==> src/rtl/imem_boot_loader_if.sv <==
// Byte-stream and instruction-memory write bus of the boot loader.
// The slave modport is the loader's view; master is the surrounding environment.
interface imem_boot_loader_if #(
  parameter int data_width = 32
);
  logic [7:0]            byte_in;
  logic                  byte_valid;
  logic                  byte_ready;
  logic                  imem_we;
  logic [data_width-1:0] imem_addr;
  logic [data_width-1:0] imem_wdata;

  modport master (
    output byte_in, byte_valid,
    input  byte_ready, imem_we, imem_addr, imem_wdata
  );

  modport slave (
    input  byte_in, byte_valid,
    output byte_ready, imem_we, imem_addr, imem_wdata
  );
endinterface

==> src/rtl/imem_boot_loader.sv <==
// imem_boot_loader: packs a little-endian byte stream into instruction words,
// writes them to consecutive word addresses and holds the core in reset until
// the whole image has landed.
// Optional feature macro: IMEM_BOOT_CHECKSUM_EN adds a trailing checksum byte
// that must bring the modulo-256 sum of all data bytes to zero.
module imem_boot_loader #(
  parameter int                    data_width  = 32,
  parameter int                    depth_width = 10,
  parameter logic [data_width-1:0] base_addr   = '0
) (
  input  logic                 clk,
  input  logic                 reset,
  input  logic                 start,
  input  logic [depth_width:0] cfg_words,
  imem_boot_loader_if.slave    bus,
  output logic                 cpu_reset_n,
  output logic                 busy,
  output logic                 done,
  output logic                 error
);

  localparam int BPW = data_width / 8;
  localparam int BIW = (BPW > 1) ? $clog2(BPW) : 1;
  localparam logic [depth_width:0] MAX_WORDS = {1'b1, {depth_width{1'b0}}};

  typedef enum logic [2:0] {IDLE, LOAD, CHECK, DONE, ERROR} state_t;

  state_t                state;
  logic [depth_width:0]  words;
  logic [depth_width:0]  word_idx;
  logic [BIW-1:0]        byte_idx;
  logic [data_width-1:0] shift_word;
  logic [data_width-1:0] next_word;
`ifdef IMEM_BOOT_CHECKSUM_EN
  logic [7:0]            sum;
`endif

  // Current partial word with the incoming byte dropped into its lane.
  always_comb begin
    next_word = shift_word;
    next_word[8*byte_idx +: 8] = bus.byte_in;
  end

  // Loader state machine; every output is registered here.
  always_ff @(posedge clk or negedge reset) begin
    if (!reset) begin
      state          <= IDLE;
      words          <= '0;
      word_idx       <= '0;
      byte_idx       <= '0;
      shift_word     <= '0;
`ifdef IMEM_BOOT_CHECKSUM_EN
      sum            <= '0;
`endif
      bus.byte_ready <= 1'b0;
      bus.imem_we    <= 1'b0;
      bus.imem_addr  <= '0;
      bus.imem_wdata <= '0;
      cpu_reset_n    <= 1'b0;
      busy           <= 1'b0;
      done           <= 1'b0;
      error          <= 1'b0;
    end else begin
      bus.imem_we <= 1'b0;
      case (state)
        LOAD: begin
          if (word_idx == words) begin
`ifdef IMEM_BOOT_CHECKSUM_EN
            state          <= CHECK;
            bus.byte_ready <= 1'b1;
`else
            state          <= DONE;
            busy           <= 1'b0;
            done           <= 1'b1;
            cpu_reset_n    <= 1'b1;
`endif
          end else if (bus.byte_valid && bus.byte_ready) begin
`ifdef IMEM_BOOT_CHECKSUM_EN
            sum        <= sum + bus.byte_in;
`endif
            shift_word <= next_word;
            if (byte_idx == BIW'(BPW - 1)) begin
              byte_idx       <= '0;
              bus.imem_we    <= 1'b1;
              bus.imem_addr  <= base_addr + (data_width'(word_idx) << 2);
              bus.imem_wdata <= next_word;
              word_idx       <= word_idx + 1'b1;
              if (word_idx + 1'b1 == words) bus.byte_ready <= 1'b0;
            end else begin
              byte_idx <= byte_idx + 1'b1;
            end
          end
        end
`ifdef IMEM_BOOT_CHECKSUM_EN
        CHECK: begin
          if (bus.byte_valid && bus.byte_ready) begin
            bus.byte_ready <= 1'b0;
            busy           <= 1'b0;
            if (8'(sum + bus.byte_in) == 8'h00) begin
              state       <= DONE;
              done        <= 1'b1;
              cpu_reset_n <= 1'b1;
            end else begin
              state <= ERROR;
              error <= 1'b1;
            end
          end
        end
`endif
        IDLE, DONE, ERROR: begin
          if (start) begin
            words       <= cfg_words;
            word_idx    <= '0;
            byte_idx    <= '0;
`ifdef IMEM_BOOT_CHECKSUM_EN
            sum         <= '0;
`endif
            done        <= 1'b0;
            error       <= 1'b0;
            cpu_reset_n <= 1'b0;
            if (cfg_words == '0) begin
              state       <= DONE;
              done        <= 1'b1;
              cpu_reset_n <= 1'b1;
            end else if (cfg_words > MAX_WORDS) begin
              state <= ERROR;
              error <= 1'b1;
            end else begin
              state          <= LOAD;
              busy           <= 1'b1;
              bus.byte_ready <= 1'b1;
            end
          end
        end
        default: state <= IDLE;
      endcase
    end
  end

endmodule

==> src/flat_wrapper.sv <==
// flat-port wrapper written by rule: the top's interface ports become plain ports
module imem_boot_loader_flat 
#(
  parameter int                    data_width  = 32,
  parameter int                    depth_width = 10,
  parameter logic [data_width-1:0] base_addr   = '0
)
  (clk, reset, start, cfg_words, cpu_reset_n, busy, done, error, bus_byte_in, bus_byte_valid, bus_byte_ready, bus_imem_we, bus_imem_addr, bus_imem_wdata);
  imem_boot_loader_if #(.data_width(data_width)) bus_i ();
  input  logic clk;
  input  logic reset;
  input  logic start;
  input  logic [depth_width:0] cfg_words;
  output logic cpu_reset_n;
  output logic busy;
  output logic done;
  output logic error;
  input wire logic [$bits(bus_i.byte_in)-1:0] bus_byte_in;
  input wire logic [$bits(bus_i.byte_valid)-1:0] bus_byte_valid;
  output wire logic [$bits(bus_i.byte_ready)-1:0] bus_byte_ready;
  output wire logic [$bits(bus_i.imem_we)-1:0] bus_imem_we;
  output wire logic [$bits(bus_i.imem_addr)-1:0] bus_imem_addr;
  output wire logic [$bits(bus_i.imem_wdata)-1:0] bus_imem_wdata;
  assign bus_i.byte_in = bus_byte_in;
  assign bus_i.byte_valid = bus_byte_valid;
  assign bus_byte_ready = bus_i.byte_ready;
  assign bus_imem_we = bus_i.imem_we;
  assign bus_imem_addr = bus_i.imem_addr;
  assign bus_imem_wdata = bus_i.imem_wdata;
  imem_boot_loader #(.data_width(data_width), .depth_width(depth_width), .base_addr(base_addr)) u_core (.clk(clk), .reset(reset), .start(start), .cfg_words(cfg_words), .bus(bus_i), .cpu_reset_n(cpu_reset_n), .busy(busy), .done(done), .error(error));
endmodule
==> config.mk <==
export PLATFORM = sky130hd
export DESIGN_NAME = imem_boot_loader_flat
export DESIGN_NICKNAME = d
export VERILOG_FILES = /design/src/rtl/imem_boot_loader_if.sv /design/src/rtl/imem_boot_loader.sv /design/src/flat_wrapper.sv
export SDC_FILE = /design/constraint.sdc
export NUM_CORES = 1
export LEC_CHECK = 0
export BUFFER_PORTS_ARGS = -buffer_cell sky130_fd_sc_hd__clkbuf_2
export CORE_MARGIN = 10
export CORE_UTILIZATION = 45
export DETAILED_ROUTE_END_ITERATION = 10
export PLACE_DENSITY = 0.67
export SLEW_MARGIN = 20
export SYNTH_ARGS = -nofsm -noshare
export SYNTH_HDL_FRONTEND = slang
export SYNTH_SLANG_ARGS = --single-unit
==> constraint.sdc <==
create_clock -name clk -period 3.32 [get_ports clk]
set_clock_uncertainty 0.15 [all_clocks]
set_input_delay 0.498 -clock clk [delete_from_list [all_inputs] [get_ports clk]]
set_output_delay 0.498 -clock clk [all_outputs]
set_load 0.01 [all_outputs]
==> impl_metrics.json, run 1 <==
{
  "status": "complete, no violations",
  "maxCapViolCount": 0,
  "die_area_sq_um": 16200,
  "cts_setup_buffers": 0,
  "rsz0062_at_grt": "no",
  "setup_ws_ps": 492,
  "drive_above_1_share_pct": 19.5,
  "path_max_fanout": 52,
  "synthArstFlopShare_pct": 100,
  "maxSlewHeadroom_pct": 38.3,
  "layout.cells.non_filler": 718,
  "area.sequential_sq_um": 2680,
  "cts_tree": "yes",
  "grt-ovfl-total": 0,
  "ant_nets": 0,
  "seq_area_frac_synth_pct": 51.8,
  "ctsHoldBuffers": 0,
  "drv_slew": 0,
  "antenna_found_initial": 0,
  "grt_pass1_wl_um": 20300,
  "cts_buffers": 9,
  "tightest_slew_ps": 924,
  "path_cells": "xor2_1 > or4_1 > nor3_4 > or3_1 > inv_2 > a21oi_1 > o22ai_1",
  "clock-sinks": 107,
  "fillCellCount": 1048,
  "critPathMaxStageDelay_ps": 580,
  "clkPwrFrac_pct": 21.2,
  "drt_iter0_markers": 377,
  "r2r_slack_ps": 490,
  "synth.avg_cell_area_sq_um": 10.0,
  "power.share.switching_pct": 37.5,
  "drt-met1-wl_um": 5490,
  "drc": 0,
  "ys_ff_latch": 107,
  "cp-start-kind": "flip-flop",
  "top_layer": "met4",
  "p_comb_share_pct": 36.4,
  "wl_per_cell_um": 17.5,
  "synth_ff_type": "dfrtp_1",
  "pre_cts_ws_ps": 505,
  "fmax_mhz": 354,
  "start_util_pct": 45.6,
  "hp-class": "in2async",
  "diodes": 0,
  "fin_setup_tns_ps": 0,
  "syn_inst": 516,
  "hold_viol": 0,
  "path_clk_slew_ps": 80,
  "fin_crit_sh_pct": 85.2,
  "dieHeight_um": 127,
  "via_per_inst": 5.57,
  "cellLeakagePower_uw": 0.00280,
  "ys_warn_count": 0,
  "placed_cells": 702,
  "io_buffers": 71,
  "ir_drop_v": 0.000513,
  "multi_input_area_sq_um": 2180,
  "io_pins": 93,
  "layout.nets": 600,
  "cts_resized": 0,
  "endpoint_kind": "flip-flop",
  "hpwl_um": 8790,
  "core_area_sq_um": 11300,
  "period_minus_slack_ps": 2830,
  "p_per_area_nw_per_um2": 864,
  "vias": 3997,
  "die_x_um": 127,
  "routed-wl-met2_um": 5880,
  "grt_max_degree": 54,
  "synthDistinctLibCells": 48,
  "wl_met3_um": 910,
  "clockRootBuffer": "clkbuf_16",
  "netSwitchingPower_uw": 1880,
  "h-tree-depth": 3,
  "p_int_uw": 3140,
  "wl_um": 12500,
  "synth_edf_count": 0,
  "cp.arrival_ps": 2880,
  "cp.required_ps": 3370,
  "setup_viol": 0,
  "p_seq_share_pct": 42.4,
  "cts_buffer_depth": 2,
  "rows": 39,
  "synth.cell_area_sq_um": 5160,
  "track_usage_pct": 15.2,
  "routabilityCongestion": 0.917,
  "worstSkewPairLatency_ps": 350,
  "syn2layout_area_growth_pct": 12.4,
  "crit_slowest_cell": "or4_1",
  "grt_pass1_vias": 3908,
  "drt_first_pass_iters": 4,
  "criticalPathCategory": "reg2reg"
}
layout make-up:
type	count	share of cell area (%)
Sequential cell	107	46.1
Clock inverter	6	0.970
Timing Repair Buffer	79	7.20
Clock buffer	10	4.12
Tap cell	143	3.08
Multi-Input combinational cell	358	37.6
Inverter	15	0.970
cell usage in the layout, fill, tap and decap left out, types with 4 or more instances in the layout:
cell type,netlist,final
nor2_1,83,83
nor4_1,7,7
or3_1,5,5
clkbuf_16,0,9
o21ai_0,13,13
nand2_1,47,47
and2_1,5,5
dfrtp_1,107,107
xnor2_1,10,10
clkbuf_2,0,70
a21oi_1,15,15
inv_1,11,11
mux2_2,15,15
nor3_1,4,4
inv_6,0,4
xor2_1,9,9
conb_1,1,21
nand3_1,10,10
buf_4,24,9
a22o_1,33,33
nand4_1,4,4
a221oi_1,32,32
ha_1,7,7
o22ai_1,4,4
critical path, delay by kind of cell, from the launching register on:
| kind | cells | cell delay [ps] |
|---|---|---|
| flip-flops | 1 | 500 |
| XOR/XNOR | 1 | 220 |
| AND/OR/NAND/NOR | 3 | 1080 |
| AO/OA/AOI/OAI | 2 | 370 |
| buffers and inverters | 1 | 340 |
flip-flops by register name (all words and copies together) (netlist names):
signal                 flops
u_core.cpu_reset_n         1
u_core.busy                1
u_core.shift_word         32
u_core.word_idx           11
u_core.state               3
u_core.bus.imem_we         1
u_core.error               1
u_core.byte_idx            2
u_core.bus.imem_wdata     32
u_core.bus.byte_ready      1
u_core.bus.imem_addr      11
u_core.words              11
power by group through the flow:
stage	clock network (uW)	logic (uW)	registers (uW)
6_report	1060	1830	2130
5_1_grt	1140	2050	2190
3_5_place_dp	0	1850	2150
2_1_floorplan	0	1240	2150
3_3_place_gp	0	1810	2130
4_1_cts	1090	1850	2130
layer usage:
metal	up-vias	track usage (%)
met3	17	4.55
met5	-	0
met1	1955	19.4
met2	131	23.9
li1	1894	-
met4	0	5.49
cell usage after synthesis (all sizes together) (2+ instances only):
cell type  number  share of area [%]
a21o            3               0.44
a21oi          15                1.5
a221oi         32                5.4
a22o           33                5.6
a31oi           3               0.36
and2            6               0.73
buf            40                5.1
clkbuf         16                1.2
clkinv          3               0.22
dfrtp         107                 52
ha              7                1.7
inv            12               0.87
mux2           15                3.3
nand2          47                3.4
nand2b          3               0.36
nand3          10               0.97
nand4           4               0.48
nor2           83                6.0
nor2b           3               0.36
nor3            5               0.70
nor4            7               0.85
o21ai          16                1.6
o22ai           4               0.48
o31ai           3               0.44
or3             5               0.61
or4             2               0.29
xnor2          10                1.7
xor2            9                1.5
kinds of logic (layout without fill, tap and decap cells):
| logic type | count (synthesis) | after routing | synth area share, % |
|---|---|---|---|
| buffers and inverters | 71 | 110 | 7.39 |
| adder cells (fa/ha/maj) | 7 | 7 | 1.70 |
| AND/OR/NAND/NOR | 178 | 178 | 15.2 |
| XOR/XNOR | 19 | 19 | 3.22 |
| multiplexers | 16 | 16 | 3.46 |
| flip-flops | 107 | 107 | 51.8 |
| other | 1 | 21 | 0.0726 |
| AO/OA/AOI/OAI | 117 | 117 | 17.1 |
metrics by stage:
step / hold slack, ps / util, % / power, uW / instance area, sq um
4_1_cts: 48.9 / 51.3 / 5070 / 5810
2_1_floorplan: 52.4 / - / 3390 / 5240
5_1_grt: 68.0 / 51.3 / 5380 / 5810
3_5_place_dp: 321 / 48.7 / 4000 / 5510
6_report: 20.3 / 51.3 / 5020 / 5810
3_3_place_gp: 318 / 48.7 / 3930 / 5510
path summary, 6_finish.rpt:
check                                          from                  endpoint  cells after the start
setup / recovery                 u_core.word_idx[5]        u_core.word_idx[2]                      7
hold / removal                                reset  u_core.bus.imem_wdata[1]                      1
setup reg to reg                 u_core.word_idx[5]        u_core.word_idx[2]                      7
hold reg to reg            u_core.bus.imem_addr[12]  u_core.bus.imem_addr[12]                      2
max in group asynchronous                     reset     u_core.shift_word[18]                      2
min in group clk                       cfg_words[0]           u_core.words[0]                      2
No activity file was read; power rests on OpenSTA's default activity.
==> run 2: changes to the inputs <==
--- a/config.mk
+++ b/config.mk
@@ -10,7 +10,7 @@
 export CORE_UTILIZATION = 45
 export DETAILED_ROUTE_END_ITERATION = 10
 export PLACE_DENSITY = 0.67
-export SLEW_MARGIN = 20
+export SLEW_MARGIN = 10
 export SYNTH_ARGS = -nofsm -noshare
 export SYNTH_HDL_FRONTEND = slang
 export SYNTH_SLANG_ARGS = --single-unit
==> constraint.sdc (replaced) <==
create_clock -name clk -period 2.7 [get_ports clk]
set_clock_uncertainty 0.15 [all_clocks]
set_input_delay 0.405 -clock clk [delete_from_list [all_inputs] [get_ports clk]]
set_output_delay 0.405 -clock clk [all_outputs]
set_load 0.01 [all_outputs]
==> impl_metrics.json, run 2 (synthesis gave the netlist of run 1 again) <==
{
  "layout.cells.non_filler": 735,
  "antenna_found_initial": 0,
  "p_per_area_nw_per_um2": 1050,
  "drv_slew": 0,
  "layout_commonest_cell": "dfrtp_1",
  "power.share.switching_pct": 37.4,
  "drt_first_pass_iters": 5,
  "multi_input_area_sq_um": 2180,
  "io_buffers": 71,
  "cts_tree": "yes",
  "r2r_slack_ps": 180,
  "critical_path_buf_inv_count": 1,
  "reg_top3": "u_core.bus.imem_wdata: 32 flops, u_core.shift_word: 32 flops",
  "clockRootBuffer": "clkbuf_16",
  "grt_pass1_wl_um": 21300,
  "clock-sinks": 107,
  "cts_setup_buffers": 0,
  "placed_cells": 718,
  "cp.required_ps": 2790,
  "rr_endpoint": "u_core.shift_word[7]",
  "die_area_sq_um": 16200,
  "maxCapViolCount": 0,
  "via_per_inst": 5.55,
  "top_usage_layer": "met2",
  "fin_crit_sh_pct": 93.3,
  "tightest_slew_ps": 668,
  "crit_slowest_cell": "or4_1",
  "path_cells": "xor2_1 > or4_1 > nor3_4 > nor3_1 > buf_4 > and2_0 > a22o_1",
  "syn2layout_area_growth_pct": 15.6,
  "cts_buffer_depth": 2,
  "rsz0062_at_grt": "no",
  "routabilityCongestion": 0.880,
  "worstSkewPairLatency_ps": 350,
  "critPathMaxStageDelay_ps": 580,
  "ir_drop_v": 0.000654,
  "use_met2_pct": 27.2,
  "drt_iter0_markers": 390,
  "h-tree-depth": 3,
  "layout_common_cells": "dfrtp_1, nor2_1, clkbuf_2",
  "status": "complete, no violations",
  "hold_end": "u_core.words[0]",
  "r2r_cells": 7,
  "wl_um": 12900,
  "cp_top_family": "simple AND/OR/NAND/NOR gates",
  "maxSlewHeadroom_pct": 55.5,
  "cts_buffers": 9,
  "hold_viol": 0,
  "p_int_uw": 3940,
  "endpoint_kind": "flip-flop",
  "met3_usage_pct": 4.92,
  "grt_max_degree": 54,
  "wl_per_cell_um": 17.5,
  "cp-start-kind": "flip-flop",
  "core_area_sq_um": 11300,
  "setup_viol": 0,
  "start_util_pct": 45.6,
  "cellLeakagePower_uw": 0.00289,
  "drc": 0,
  "dieHeight_um": 127,
  "area.sequential_sq_um": 2680,
  "criticalPathCategory": "reg2reg",
  "diodes": 0,
  "grt_pass1_vias": 4169,
  "vias": 4081,
  "holdPathStages": 2,
  "cp_num_cells": 7,
  "io_pins": 93,
  "clkPwrFrac_pct": 20.9,
  "drive_above_1_share_pct": 21.6,
  "p_comb_share_pct": 37.9,
  "reg2reg_from": "u_core.word_idx[8]",
  "p_seq_share_pct": 41.2,
  "min-delay-start": "cfg_words[0]",
  "path_max_fanout": 8,
  "track_usage_pct": 15.9,
  "rows": 39,
  "fin_setup_tns_ps": 0,
  "path_clk_slew_ps": 80,
  "cp.arrival_ps": 2610,
  "period_minus_slack_ps": 2520,
  "hp-class": "in2reg",
  "fillCellCount": 1042,
  "die_x_um": 127,
  "layout.nets": 617,
  "use_met1_pct": 18.8,
  "grt-ovfl-total": 0,
  "fmax_mhz": 397,
  "hpwl_um": 9440,
  "ant_nets": 0,
  "netSwitchingPower_uw": 2350
}
## run 2: cell types whose count changed in the layout (fill, tap and decap cells not counted)
cell	change
buf_4	+14
buf_12	+2
clkinv_2	-1
clkinv_4	+1
dlygate4sd3_1	+1
inv_2	-1
inv_4	+1
inv_6	-1
inv_8	+1
## run 2: through the flow
stage	total power [uW]	setup WS [ps]	util (%)	hold WS (ps)	cell area (sq um)
after global routing	6730	36.7	52.7	157	5970
final	6300	182	52.7	159	5970
after CTS	6350	151	52.7	145	5970
after floorplan	4170	334	-	-40.6	5240
after detailed placement	5020	145	50.0	312	5660
after global placement	4930	185	50.0	313	5660
## run 2: area by class of cell
class / count / area share [%]
Timing Repair Buffer: 96 / 9.60
Multi-Input combinational cell: 358 / 36.5
Sequential cell: 107 / 44.8
Inverter: 15 / 0.985
Tap cell: 143 / 3.00
Clock inverter: 6 / 1.05
Clock buffer: 10 / 4.00
## run 2: worst reg2reg max path: cells and delay by family (launching register included)
kind,cells,cell delay (ps)
and+or+nand+nor,4,1140
DFF,1,430
AOI/OAI and AO/OA,1,290
xor gates and xnor gates,1,240
buffers and inverters,1,170
## run 2: how the worst max path moves through the flow
stage	endpoint	start
finish	u_core.shift_word[7]	u_core.word_idx[8]
global route	u_core.bus.imem_wdata[17]	u_core.word_idx[8]
CTS	u_core.bus.imem_wdata[18]	u_core.word_idx[8]
detailed placement	u_core.bus.imem_wdata[18]	u_core.word_idx[8]
global placement	u_core.shift_word[0]	u_core.word_idx[8]
floorplan	u_core.word_idx[1]	u_core.word_idx[4]
## run 2: power groups by stage
stage,Combinational [uW],Clock [uW],Sequential (uW)
2_1_floorplan,1520,0,2640
3_3_place_gp,2340,0,2590
3_5_place_dp,2410,0,2620
4_1_cts,2420,1350,2590
5_1_grt,2660,1400,2660
6_report,2390,1320,2590
## run 2: what timing repair did
item / in CTS / in global routing
setup endpoints to repair: 0 / 16
gates resized for setup: 0 / 2
hold buffers: 1 / 0
endpoints found under the hold margin: 51 / 0
## run 2: metal layers
metal	routed length (um)	share of wire, %
met1	5460	42
met2	6420	50
met3	848	6.6
met4	165	1.3
met5	0	0
